--- config.mk ---
export PLATFORM = sky130hd
export DESIGN_NAME = demod_5to8
export DESIGN_NICKNAME = d
export VERILOG_FILES = /design/src/rtl/demod_5to8.sv
export SDC_FILE = /design/constraint.sdc
export NUM_CORES = 1
export LEC_CHECK = 0
export ABC_AREA = 1
export BUFFER_PORTS_ARGS = -buffer_cell sky130_fd_sc_hd__buf_2
export CELL_PAD_IN_SITES_DETAIL_PLACEMENT = 0
export CELL_PAD_IN_SITES_GLOBAL_PLACEMENT = 1
export CORE_ASPECT_RATIO = 1.25
export CORE_MARGIN = 4
export CORE_UTILIZATION = 43
export DETAILED_ROUTE_END_ITERATION = 8
export GPL_ROUTABILITY_DRIVEN = 0
export PLACE_DENSITY_LB_ADDON = 0.1
export SETUP_SLACK_MARGIN = 0.2
export SLEW_MARGIN = 25
export SYNTH_ARGS = -nofsm -noshare
export SYNTH_HDL_FRONTEND = slang
export SYNTH_SLANG_ARGS = --single-unit
--- constraint.sdc ---
create_clock -name clk -period 5 [get_ports clk]
set_input_delay 1 -clock clk [delete_from_list [all_inputs] [get_ports clk]]
set_output_delay 1 -clock clk [all_outputs]
set_load 0.02 [all_outputs]
--- src/rtl/demod_5to8.sv ---
// Symbol-to-byte repacker: packs SYM_W-bit symbols LSB-first into DATA_W-bit bytes.
// Inverse of the 8-to-5 modulator; one frame is lcm(SYM_W,DATA_W) bits.
module demod_5to8 #(
    parameter int SYM_W   = 5,
    parameter int DATA_W  = 8,
    parameter bit SOF_CHK = 1'b1
) (
    input  logic              clk,
    input  logic              reset,
    input  logic [SYM_W-1:0]  sym_in,
    input  logic              sym_vld,
    input  logic              sym_sof,
    output logic              sym_rd,
    output logic [DATA_W-1:0] data_out,
    output logic              data_vld,
    input  logic              data_rdy,
    output logic              frame_end,
    output logic              sof_err
);

    function automatic int gcd(input int a, input int b);
        int x;
        int y;
        int t;
        x = a;
        y = b;
        while (y != 0) begin
            t = x % y;
            x = y;
            y = t;
        end
        return x;
    endfunction

    localparam int FRAME_SYMS = DATA_W / gcd(SYM_W, DATA_W);
    localparam int PH_W  = (FRAME_SYMS > 1) ? $clog2(FRAME_SYMS) : 1;
    localparam int ACC_W = DATA_W + SYM_W - 1;
    localparam int CNT_W = $clog2(DATA_W + SYM_W);

    localparam logic [PH_W-1:0]  PH_LAST = PH_W'(FRAME_SYMS - 1);
    localparam logic [CNT_W-1:0] SYM_C   = CNT_W'(SYM_W);
    localparam logic [CNT_W-1:0] DATA_C  = CNT_W'(DATA_W);

    logic [ACC_W-1:0]  acc_q, acc_d;
    logic [CNT_W-1:0]  cnt_q, cnt_d;
    logic [PH_W-1:0]   phase_q, phase_d;
    logic [DATA_W-1:0] data_q, data_d;
    logic              vld_q, vld_d;
    logic              fe_q, fe_d;
    logic              sof_err_q, sof_err_d;

    logic              out_free;
    logic              sym_rd_c;
    logic              accept;
    logic              resync;
    logic [ACC_W-1:0]  base_acc;
    logic [CNT_W-1:0]  base_cnt;
    logic [PH_W-1:0]   base_phase;
    logic [ACC_W-1:0]  nacc;
    logic [CNT_W-1:0]  ncnt;
    logic              byte_due;

    // Ready depends only on held state and data_rdy, never on sym_vld.
    always_comb begin
        out_free = !vld_q | data_rdy;
        sym_rd_c = ((cnt_q + SYM_C) < DATA_C) | out_free;
        accept   = sym_vld & sym_rd_c;
        resync   = SOF_CHK & accept & sym_sof & (phase_q != '0);
    end

    // A resync symbol starts from an empty accumulator as phase 0.
    always_comb begin
        base_acc   = resync ? '0 : acc_q;
        base_cnt   = resync ? '0 : cnt_q;
        base_phase = resync ? '0 : phase_q;
        nacc       = base_acc | (ACC_W'(sym_in) << base_cnt);
        ncnt       = base_cnt + SYM_C;
        byte_due   = (ncnt >= DATA_C);
    end

    always_comb begin
        acc_d     = acc_q;
        cnt_d     = cnt_q;
        phase_d   = phase_q;
        data_d    = data_q;
        vld_d     = vld_q & !data_rdy;
        fe_d      = fe_q & vld_q & !data_rdy;
        sof_err_d = resync;

        if (accept) begin
            phase_d = (base_phase == PH_LAST) ? '0 : base_phase + 1'b1;
            if (byte_due) begin
                data_d = nacc[DATA_W-1:0];
                vld_d  = 1'b1;
                fe_d   = (base_phase == PH_LAST);
                acc_d  = nacc >> DATA_W;
                cnt_d  = ncnt - DATA_C;
            end else begin
                acc_d = nacc;
                cnt_d = ncnt;
            end
        end
    end

    always_ff @(posedge clk) begin
        if (reset) begin
            acc_q     <= '0;
            cnt_q     <= '0;
            phase_q   <= '0;
            data_q    <= '0;
            vld_q     <= 1'b0;
            fe_q      <= 1'b0;
            sof_err_q <= 1'b0;
        end else begin
            acc_q     <= acc_d;
            cnt_q     <= cnt_d;
            phase_q   <= phase_d;
            data_q    <= data_d;
            vld_q     <= vld_d;
            fe_q      <= fe_d;
            sof_err_q <= sof_err_d;
        end
    end

    assign sym_rd    = sym_rd_c;
    assign data_out  = data_q;
    assign data_vld  = vld_q;
    assign frame_end = fe_q;
    assign sof_err   = sof_err_q;

endmodule

---- Yosys cells after proc, flatten, opt, wreduce, memory -nomap -nowiden ----
Cells that the tools add are included.
storage, ports and cells
  memory bits (writable) .................. 0
  input port bits ......................... 10
  memory bits (read-only) ................. 0
  memories ................................ 0
  output and inout bits ................... 12
  bits in latches ......................... 0
  register bits ........................... 30
cells by class
  order comparisons ....................... 2
  $mul .................................... 0
  reduce and logical (&&, ||, !) cells .... 4
  $add $sub $neg .......................... 4
  divide/modulo/power cells ............... 0
  multiplexer cells ....................... 10
  eq/ne operators ......................... 1
  shift operators ......................... 1
  bitwise operators ....................... 9
operators with widths
  kind                                               count
  2-to-1 mux 12 bit                                  2
  bitwise OR 12 bit                                  1
  << shifter 5 x 4 -> 12 bit                         1
  adder 4 x 3 -> 4 bit, second input constant        2
  2-to-1 mux 4 bit                                   2
  AND 1 bit                                          6
  2-to-1 mux 3 bit                                   2
  >= comparator 4 bit, second input constant         1
  less-than comparator 4 bit, second input constant  1
  2-to-1 mux 1 bit                                   4
  subtractor 4 bit, second input constant            1
  adder 3 x 1 -> 3 bit, second input constant        1
  == test 3 bit, second input constant               1
  nonzero test 3 bit                                 1
  zero test 1 bit                                    2
  bitwise OR 1 bit                                   2
  AND reduction 2 bit                                1

---- Depth between registers and ports, before layout ----
Gate-level depths: netlist (run 1).
  depth after elaboration ................. 11
  gate-level depth with buffers ........... 16
  depth with buffers taken out ............ 15

---- Worst setup path before layout (run 1) ----
Ideal clock, no wire load.
  path type ............................... input-to-reg
  start ................................... input data_rdy
  end ..................................... register phase_q[2]
  path buffers ............................ 2
  arrival ................................. 2.511 ns
  data required time ...................... 4.884 ns
  stages on the path ...................... 11
  setup time .............................. 0.116 ns
  slack ................................... 2.373 ns
  cells stage by stage .................... nor2_1 nand3_2 nand4_4 buf_6 buf_2 nand2_1 inv_1 ha_1 ha_1 o21ai_0 nor2_1
on the way
  word-level cells in the longest chain between the ends .. 8
RTL lines
  what                                                          RTL line  text
  start, declared                                               16        input logic data_rdy,
  bitwise OR 1 bit (*)                                          65        out_free = !vld_q | data_rdy;
  bitwise OR 1 bit (*)                                          66        sym_rd_c = ((cnt_q + SYM_C) < DATA_C) | out_free;
  via sym_rd                                                    13        output logic sym_rd,
  AND 1 bit (*)                                                 67        accept = sym_vld & sym_rd_c;
  AND 1 bit (2 in a row)                                        68        resync = SOF_CHK & accept & sym_sof & (phase_q != '0);
  2-to-1 mux 3 bit                                              75        base_phase = resync ? '0 : phase_q;
  adder 3 x 1 -> 3 bit / == test 3 bit (equally long branches)  91        phase_d = (base_phase == PH_LAST) ? '0 : base_phase + 1'b1;
  2-to-1 mux 3 bit                                              91
  end signal, assigned                                          117       phase_q <= phase_d;
  end, declared                                                 46        logic [PH_W-1:0] phase_q, phase_d;
The timed path passes the listed nets; every way through them passes the cells marked *.
A chain may end at the register's enable or synchronous reset.

---- Worst setup path in the final report (run 1) ----
  start ................................... input data_rdy
  end ..................................... register acc_q[0]
on the way
  word-level cells in the longest chain between the ends .. 9
RTL lines
  what                                                                       RTL line  text
  bitwise OR 1 bit (*)                                                       65
  bitwise OR 1 bit (*)                                                       66
  AND 1 bit (*)                                                              67
  AND 1 bit (2 in a row)                                                     68
  2-to-1 mux 4 bit                                                           74        base_cnt = resync ? '0 : cnt_q;
  adder 4 x 3 -> 4 bit / << shifter 5 x 4 -> 12 bit (equally long branches)  77, 76
  >= comparator 4 bit / bitwise OR 12 bit (equally long branches)            78, 76
  2-to-1 mux 12 bit                                                          92        if (byte_due) begin
  end signal, assigned                                                       107       acc_q <= '0;
  end signal, assigned                                                       115       acc_q <= acc_d;
  end, declared                                                              44        logic [ACC_W-1:0] acc_q, acc_d;
Mark *: on every way between the ends. The rest lies on a longest branch, timed or not.

==> impl_metrics.py, run 1 <==
metrics = {
    "status": {
        "run_status": "finished, final reports clean",
    },
    "clock_tree": {
        "cts_num_sinks": 30,
        "clk_transition_reported_paths_ns": 0.06,
        "tritoncts": "built",
        "tritoncts.num_buffers": 5,
        "htree_num_levels": 2,
        "ctsRootBufferMaster": "clkbuf_8",
        "cts_post_setup_buffers_inserted": 0,
        "cts-root-to-sink-buffers": 2,
        "clock_insertion_delay_worst_skew_ns": 0.28,
        "postCtsHoldBufs": 0,
        "cts_resized": 0,
    },
    "pwr": {
        "pwr_density_cell_mw_per_mm2": 334,
        "power.total_mw": 0.625,
        "power.static_leakage_nw": 0.988,
        "ir_worst_vdd_v": 0.000198,
    },
    "placement": {
        "numPlacedInstances": 304,
        "place.detailed.hpwl_microns": 2870,
        "io_buffer_count": 21,
        "instance_area_after_placement_sq_mm": 0.00176,
    },
    "die": {
        "placeableCoreArea_sq_mm": 0.00375,
        "floorplan.initialDensity": 0.445,
        "chipWidth_microns": 63.7,
        "die_area_sq_mm": 0.00495,
        "std_cell_rows": 25,
        "floorplan.io_pins": 22,
        "die_y_microns": 77.7,
    },
    "timing": {
        "timing.final.crit_period_ns": 2.67,
        "fin_skew_ns": 0.00347,
        "timing_hold_violations_final": 0,
        "setup_viol_count_final": 0,
        "setup_total_negative_slack_ns": 0,
        "rsz_0062_raised_after_global_routing": "false",
        "transition_at_the_pin_with_the_smallest_max_transition_slack_ns": 0.732,
        "fmaxAchievable_ghz": 0.375,
        "fraction_of_the_cycle_the_final_worst_path_needs": 0.533,
        "timing_max_transition_violations_final": 0,
        "timing.slew.headroom": 0.510,
    },
    "worst_hold_path": {
        "hp-class": "reg2reg",
    },
    "detailed_routing": {
        "routedWlPerCell_microns": 12.6,
        "finalWirelength_microns": 3920,
        "via_per_inst": 5.07,
        "drt_iter0_markers": 72,
        "detail_route.drc_violations": 0,
        "num_vias": 1581,
        "final_antenna_net_count": 0,
        "drtPass1Iterations": 4,
    },
    "layout": {
        "post_layout_nonfiller_instances": 312,
        "nFillCells": 412,
        "final_util": 0.499,
        "layout-drive-gt1-share": 0.147,
        "nNetsFinal": 284,
        "stdcell_area_sq_mm": 0.00187,
        "antenna-diode-count": 0,
        "layout-area-overhead-vs-synth_pct": 12.1,
    },
    "setup_path": {
        "critical_path.max_fanout": 24,
        "setup.worst_path.start_class": "primary input",
        "worst_ep_arrival_time_ns": 2.88,
        "max_stage_delay_ns": 0.57,
        "worstSetupPathType": "in2reg",
        "cell_family_with_the_largest_share_of_critical_path_delay": "simple AND/OR/NAND/NOR gates",
        "worst_path_bufs_invs": 1,
        "worst_setup_path_end_kind": "register",
        "required_ns": 5.21,
        "cp_cell_sequence": "buf_2, nor2_1, nand3_2, nand4_4, and3_2, nor2_1, a21boi_0, a21oi_1",
        "path_common_cell": "nor2_1",
        "critical_path.slowest_cell": "nor2_1",
    },
    "yosys": {
        "synth_top_cells_by_count": "81 x nand2_1, 31 x inv_1, 30 x dfxtp_1",
        "synth.net_count": 265,
        "avgSynthCellArea_sq_um": 6.62,
        "synthesis.yosys.warnings": 0,
        "synth_area_leader_cell": "dfxtp_1",
        "synth_most_common_cell": "nand2_1",
        "number_of_enable_type_register_cells_in_the_synthesized_netlist": 0,
        "synth_cells": 252,
        "synth_top_area_share": 0.360,
        "syn-cell-area_sq_mm": 0.00167,
        "synth_ff_type": "dfxtp_1",
        "yosysUniqueCellTypes": 26,
        "synth.yosys.seq_area_share": 0.360,
        "synth_seq_cells": 30,
        "postSynth.asyncResetShare": 0,
        "synthTopCellsByArea": "dfxtp_1 36%, nand2_1 18%, inv_1 7.0%, nand3_1 5.4%, a21oi_1 4.5%",
    },
    "global_routing": {
        "antenna_violations_before_repair": 0,
        "grt_start_max_net_pins": 25,
        "via_count_of_the_first_global_routing_pass": 1564,
        "grt_pass1_wl_microns": 7020,
        "grt.overflow.total": 0,
        "grt_util_all_layers": 0.180,
    },
    "flow_run": {
        "max-cap-violations": 0,
    },
}
## worst register-to-register path: stages (launching register included)
cell      delay (ns)
dfxtp_1         0.48
nand2_1         0.12
nand2_1         0.07
nand2_1         0.08
nand3_2         0.11
nand4_4         0.32
and3_2          0.35
nor2_1          0.57
a21boi_0        0.22
a21oi_1         0.17
## state kept, by name, summed over array words and instances, names as in the netlist
name       flops
cnt_q          4
data_out       8
data_vld       1
frame_end      1
phase_q        3
acc_q         12
sof_err        1
## per-stage QoR
step	worst slack (ns)	hold slack [ns]
after global routing	2.13	0.494
after global placement	2.14	0.453
final	2.33	0.464
after CTS	2.32	0.465
after floorplan	2.37	0.439
after detailed placement	2.02	0.455
## final timing paths
path / startpoint / end / slack (ns) / depth (start not counted)
worst max-delay path: data_rdy / acc_q[0]$_SDFFE_PP0N_ / 2.33 / 8
worst min-delay path: acc_q[7]$_SDFFE_PP0N_ / acc_q[7]$_SDFFE_PP0N_ / 0.46 / 2
worst max register to register: cnt_q[0]$_SDFFE_PP0N_ / acc_q[0]$_SDFFE_PP0N_ / 2.44 / 9
worst min register to register: acc_q[7]$_SDFFE_PP0N_ / acc_q[7]$_SDFFE_PP0N_ / 0.46 / 2
## logic make-up after synthesis
family | count (synthesis) | synth area share
adders and majority gates | 3 | 0.0225
DFF | 30 | 0.360
AOI/OAI and AO/OA | 47 | 0.163
and+or+nand+nor | 129 | 0.339
buffers and inverters | 43 | 0.115
## power by group
group	leakage [nW]	switching (mW)	total, mW	internal, mW
Combinational	0.685	0.0871	0.130	0.0424
Clock	0.0575	0.0898	0.229	0.139
Sequential	0.245	0.0101	0.266	0.256
## layout make-up
| cell class | count | area, sq um | share of cell area |
|---|---|---|---|
| Tap cell | 40 | 50.0 | 0.0267 |
| Timing Repair Buffer | 21 | 105 | 0.0561 |
| Inverter | 34 | 130 | 0.0695 |
| Clock buffer | 8 | 110 | 0.0588 |
| Multi-Input combinational cell | 179 | 876 | 0.468 |
| Sequential cell | 30 | 601 | 0.321 |
## cells in the final DEF (no fill, tap or decap)
cell / instances
buf_2: 21
o211ai_1: 3
clkbuf_8: 8
nand4_4: 1
nand2_1: 81
nand3_2: 1
o21ai_1: 5
inv_1: 31
inv_2: 2
o21bai_1: 6
nand2_2: 4
o21ai_0: 12
nor2_1: 15
o21a_1: 5
ha_1: 3
nand4_1: 4
nand2_4: 1
a21oi_1: 15
nor3_1: 3
dfxtp_1: 30
and3_2: 1
a21boi_0: 1
nand3_1: 18
inv_4: 1
## layer usage
layer  global-route usage  wire [microns]  vias to the layer above
met3               0.0434             145                        7
met2                0.300            1880                       28
met1                0.215            1820                      705
met4               0.0864              70                        0
met5                    0               0                        -
li1                     -               -                      841
No activity file was read; power rests on OpenSTA's default activity.
==> inputs of run 2 (changes only) <==
--- a/config.mk
+++ b/config.mk
@@ -11,7 +11,7 @@
 export CELL_PAD_IN_SITES_GLOBAL_PLACEMENT = 1
 export CORE_ASPECT_RATIO = 1.25
 export CORE_MARGIN = 4
-export CORE_UTILIZATION = 43
+export CORE_UTILIZATION = 40
 export DETAILED_ROUTE_END_ITERATION = 8
 export GPL_ROUTABILITY_DRIVEN = 0
 export PLACE_DENSITY_LB_ADDON = 0.1
==> constraint.sdc (replaced) <==
create_clock -name clk -period 2.68 [get_ports clk]
set_input_delay 0.536 -clock clk [delete_from_list [all_inputs] [get_ports clk]]
set_output_delay 0.536 -clock clk [all_outputs]
set_load 0.02 [all_outputs]
==> run 2 against run 1 <==
Compared with the run above:
- non-clock buffer count is 3 higher
- design area rose by 3.2%
- register-to-register slack worse by 1.9 ns
- die area increased by 6.6%
- setup slack got worse by 1.8 ns
- highest routed layer unchanged
==> impl_metrics.py, run 2 (synthesis gave the netlist of run 1 again) <==
metrics = {
    "clock_tree": {
        "ctsRootBufferMaster": "clkbuf_8",
        "clock_insertion_delay_worst_skew_ns": 0.28,
        "postCtsHoldBufs": 0,
        "tritoncts": "built",
        "cts_post_setup_buffers_inserted": 0,
        "cts_resized": 0,
        "htree_num_levels": 2,
        "clk_transition_reported_paths_ns": 0.07,
        "tritoncts.num_buffers": 5,
        "cts-root-to-sink-buffers": 2,
        "cts_num_sinks": 30,
    },
    "timing": {
        "fraction_of_the_cycle_the_final_worst_path_needs": 0.787,
        "transition_at_the_pin_with_the_smallest_max_transition_slack_ns": 0.479,
        "final.hold.worst_slack_ns": 0.466,
        "timing_max_transition_violations_final": 0,
        "timing_hold_violations_final": 0,
        "timing.slew.headroom": 0.680,
        "rsz_0062_raised_after_global_routing": "false",
        "timing.final.ws_setup_ns": 0.572,
        "fin_skew_ns": 0.00651,
        "setup_total_negative_slack_ns": 0,
        "timing.final.crit_period_ns": 2.11,
        "fmaxAchievable_ghz": 0.474,
        "setup_viol_count_final": 0,
    },
    "pwr": {
        "power.static_leakage_nw": 1.01,
        "power.share.combinational": 0.211,
        "pwr_density_cell_mw_per_mm2": 626,
        "power.share.switching": 0.306,
        "share_seq_of_total_power": 0.411,
        "ir_worst_vdd_v": 0.000360,
        "clk_pwr_share": 0.378,
        "switching_power_mw": 0.369,
        "intPower_mw": 0.839,
    },
    "global_routing": {
        "grt_start_max_net_pins": 25,
        "grt_pass1_wl_microns": 7260,
        "antenna_violations_before_repair": 0,
        "grt_util_all_layers": 0.177,
        "via_count_of_the_first_global_routing_pass": 1550,
        "grt.overflow.total": 0,
    },
    "die": {
        "chipWidth_microns": 65.8,
        "die_y_microns": 80.2,
        "std_cell_rows": 26,
        "floorplan.io_pins": 22,
        "placeableCoreArea_sq_mm": 0.00407,
        "die_area_sq_mm": 0.00528,
        "floorplan.initialDensity": 0.410,
    },
    "detailed_routing": {
        "final_antenna_net_count": 0,
        "drtPass1Iterations": 4,
        "num_vias": 1621,
        "drt_iter0_markers": 130,
        "via_per_inst": 4.88,
        "detail_route.drc_violations": 0,
        "finalWirelength_microns": 4320,
        "routedWlPerCell_microns": 13.0,
    },
    "layout": {
        "nFillCells": 438,
        "largest_register_ff_count": 12,
        "nNetsFinal": 288,
        "layout-area-overhead-vs-synth_pct": 15.7,
        "max_flop_register": "acc_q",
        "mostFrequentLayoutCell": "nand2_1",
        "layout.cells.most_common_list": "81 x nand2_1, 31 x inv_1, 30 x dfxtp_1",
        "antenna-diode-count": 0,
        "layout-drive-gt1-share": 0.156,
    },
    "setup_path": {
        "required_ns": 2.89,
        "setup.worst_path.start_class": "register",
        "worst_setup_path_end_kind": "register",
        "worstSetupPathType": "reg2reg",
        "critical_path.max_fanout": 13,
        "worst_ep_arrival_time_ns": 2.32,
    },
    "status": {
        "run_status": "finished, final reports clean",
    },
    "placement": {
        "place.detailed.hpwl_microns": 3010,
        "pre_cts_worst_setup_slack_ns": 0.278,
        "io_buffer_count": 21,
    },
    "worst_hold_path": {
        "hp-class": "reg2reg",
    },
    "flow_run": {
        "max-cap-violations": 0,
    },
}
## run 2: worst paths after layout
kind | from | to | slack, ns | cells after the start
worst max register to register | cnt_q[0]$_SDFFE_PP0N_ | acc_q[4]$_SDFFE_PP0N_ | 0.57 | 12
worst max-delay path | cnt_q[0]$_SDFFE_PP0N_ | acc_q[4]$_SDFFE_PP0N_ | 0.57 | 12
worst min-delay path | frame_end$_SDFF_PP0_ | frame_end$_SDFF_PP0_ | 0.47 | 2
worst min register to register | frame_end$_SDFF_PP0_ | frame_end$_SDFF_PP0_ | 0.47 | 2
## run 2: power by group through the flow
stage          registers [mW]  clock network [mW]  logic, mW
2_1_floorplan           0.517                   0      0.178
3_3_place_gp            0.507                   0      0.251
3_5_place_dp            0.507                   0      0.250
4_1_cts                 0.497               0.464      0.251
5_1_grt                 0.502               0.486      0.292
6_report                0.497               0.457      0.255
## run 2: per-stage QoR
stage	total power, mW	utilization	instances	area, sq um
after detailed placement	0.757	0.444	323	1800
final	1.21	0.475	332	1930
after CTS	1.21	0.471	331	1910
after global placement	0.758	0.444	323	1800
after floorplan	0.694	-	252	1670
after global routing	1.28	0.475	332	1930
## run 2: layout make-up
cell class | count | area (sq um) | share of cell area
clock buffer | 6 | 72.6 | 0.0376
clock inverter | 2 | 37.5 | 0.0194
sequential | 30 | 601 | 0.311
tap | 56 | 70.1 | 0.0363
timing repair buffer | 24 | 128 | 0.0661
multi-input combinational | 180 | 893 | 0.462
inverter | 34 | 130 | 0.0674
## run 2: per-layer routing
layer  vias up  share of wire  GRT usage
met2        27           0.47      0.285
met5         -              0          0
met1       730           0.48      0.234
met4         0          0.011     0.0560
li1        860              -          -
met3         4          0.032     0.0392
## run 2: worst max-delay path, cell delays in order (launching register included)
cell and delay (ns):
dfxtp_1 0.45, nand2_1 0.10, nand2_1 0.07, nand2_1 0.07, nand3_2 0.14, nand4_4 0.24, nand2_4 0.22, inv_1 0.16
o21ai_1 0.12, nand2_1 0.07, o21ai_1 0.20, nand2_1 0.07, a21oi_1 0.12
==> inputs of run 3 (changes only) <==
==> constraint.sdc (replaced) <==
create_clock -name clk -period 2 [get_ports clk]
set_input_delay 0.4 -clock clk [delete_from_list [all_inputs] [get_ports clk]]
set_output_delay 0.4 -clock clk [all_outputs]
set_load 0.02 [all_outputs]
==> run 3 against run 2 <==
Compared with the run above:
- fmax is 16% higher
- register-to-register slack got worse by 0.39 ns
- final cell count increased by 4.8%
- clock skew shrank 0.0011 ns
- sequential cell count did not move
- utilization up 10 points
- routed wire length up 13%
- design area is 21% higher
- combinational power is 87% higher
- die area is the same
- largest cell class unchanged
- largest power group is now the clock network
- highest routed layer unchanged
==> impl_metrics.py, run 3 (synthesis gave the netlist of run 1 again) <==
metrics = {
    "timing": {
        "timing.final.crit_period_ns": 1.82,
        "timing.slew.headroom": 0.673,
        "transition_at_the_pin_with_the_smallest_max_transition_slack_ns": 0.491,
        "fin_skew_ns": 0.00542,
        "setup_total_negative_slack_ns": 0,
        "setup_viol_count_final": 0,
        "fraction_of_the_cycle_the_final_worst_path_needs": 0.910,
        "rsz_0062_raised_after_global_routing": "true",
        "timing_max_transition_violations_final": 0,
        "timing_hold_violations_final": 0,
        "timing.final.ws_setup_ns": 0.180,
        "fmaxAchievable_ghz": 0.549,
    },
    "detailed_routing": {
        "finalWirelength_microns": 4860,
        "final_antenna_net_count": 0,
        "via_per_inst": 4.95,
        "num_vias": 1724,
        "drtPass1Iterations": 6,
        "routedWlPerCell_microns": 14.0,
        "detail_route.drc_violations": 0,
        "drt_iter0_markers": 65,
    },
    "die": {
        "die_y_microns": 80.2,
        "floorplan.initialDensity": 0.410,
        "placeableCoreArea_sq_mm": 0.00407,
        "chipWidth_microns": 65.8,
        "die_area_sq_mm": 0.00528,
        "floorplan.io_pins": 22,
        "std_cell_rows": 26,
    },
    "clock_tree": {
        "cts_num_sinks": 30,
        "tritoncts.num_buffers": 5,
        "ctsRootBufferMaster": "clkbuf_8",
        "postCtsHoldBufs": 0,
        "htree_num_levels": 2,
        "tritoncts": "built",
        "cts-root-to-sink-buffers": 2,
        "clock_insertion_delay_worst_skew_ns": 0.29,
        "clk_transition_reported_paths_ns": 0.07,
    },
    "layout": {
        "layout.cells.most_common_list": "66 x nand2_1, 26 x inv_1, 25 x dfxtp_1",
        "max_flop_register": "acc_q",
        "antenna-diode-count": 0,
        "layout-drive-gt1-share": 0.373,
        "mostFrequentLayoutCell": "nand2_1",
        "stdcell_area_sq_mm": 0.00234,
        "nNetsFinal": 304,
        "nFillCells": 405,
        "largest_register_ff_count": 12,
        "layout-area-overhead-vs-synth_pct": 40.2,
    },
    "global_routing": {
        "grt_pass1_wl_microns": 7850,
        "antenna_violations_before_repair": 0,
        "via_count_of_the_first_global_routing_pass": 1653,
        "grt_start_max_net_pins": 17,
        "grt_util_all_layers": 0.194,
        "grt.overflow.total": 0,
    },
    "setup_path": {
        "timing.reg2reg.worst_path_depth": 12,
        "worst_ep_arrival_time_ns": 2.00,
        "worstSetupPathType": "reg2reg",
        "critical_path.max_fanout": 6,
        "setup.worst_path.start_class": "register",
        "worst_setup_path_end_kind": "register",
        "required_ns": 2.18,
    },
    "flow_run": {
        "max-cap-violations": 0,
    },
    "status": {
        "run_status": "finished, final reports clean",
    },
    "placement": {
        "instance_area_after_placement_sq_mm": 0.00189,
        "pre_cts_worst_setup_slack_ns": 0.0309,
        "place.detailed.hpwl_microns": 3150,
        "io_buffer_count": 21,
    },
    "pwr": {
        "pwr_density_cell_mw_per_mm2": 821,
        "ir_worst_vdd_v": 0.000760,
        "power.total_mw": 1.92,
        "power.static_leakage_nw": 1.14,
    },
    "worst_hold_path": {
        "holdPathStages": 2,
        "hp-class": "reg2reg",
    },
}
[run 3: changes by cell type in the layout (fill, tap and decap cells not counted), sizes merged]
cell,previous run,this run
bufinv,1,2
nand2,86,87
buf,24,39
inv,34,33
[run 3: worst max-delay path, cell delays in order (launching register included)]
cell	delay (ns)
dfxtp_2	0.35
nand2_4	0.06
nand2_2	0.06
nand2_2	0.06
nand3_4	0.13
nand4_4	0.19
nand2_4	0.19
clkinvlp_4	0.15
buf_4	0.17
nor2_4	0.09
o21ai_2	0.07
o21bai_1	0.12
inv_1	0.05
[run 3: metrics by stage]
stage / std cells / utilization / hold slack [ns]
2_1_floorplan: 252 / - / 0.439
3_3_place_gp: 331 / 0.465 / 0.451
3_5_place_dp: 331 / 0.465 / 0.456
4_1_cts: 342 / 0.514 / 0.465
5_1_grt: 348 / 0.575 / 0.489
6_report: 348 / 0.575 / 0.460
[run 3: final timing paths]
path                         start                        to  slack (ns)
max reg2reg  cnt_q[1]$_SDFFE_PP0N_  data_out[4]$_SDFFE_PP0P_        0.18
min           frame_end$_SDFF_PP0_      frame_end$_SDFF_PP0_        0.46
min reg2reg   frame_end$_SDFF_PP0_      frame_end$_SDFF_PP0_        0.46
max          cnt_q[1]$_SDFFE_PP0N_  data_out[4]$_SDFFE_PP0P_        0.18
[run 3: cell type report]
type,count,area [sq um],area share
multi-input combinational,181,1100,0.471
tap,56,70.1,0.0299
timing repair buffer,39,279,0.119
clock buffer,6,82.6,0.0353
inverter,34,136,0.0583
sequential,30,609,0.260
clock inverter,2,60.1,0.0257
[run 3: power breakdown]
part / total [mW] / switching [mW] / internal, mW
clock network: 0.778 / 0.247 / 0.531
registers: 0.665 / 0.0246 / 0.641
logic: 0.478 / 0.295 / 0.183
[run 3: routing by layer]
layer	track usage	vias to the layer above	wire length, microns	part of all wire
li1	-	884	-	-
met1	0.242	790	2100	0.43
met2	0.329	41	2490	0.51
met3	0.0392	9	181	0.037
met4	0.0622	0	85	0.017
met5	0	-	0	0
[run 3: repair_timing]
action	in CTS	in global routing
setup buffers	2	5
pin swaps	1	15
gates resized for setup	6	59
cloned	1	1
endpoints found under the setup margin	22	24
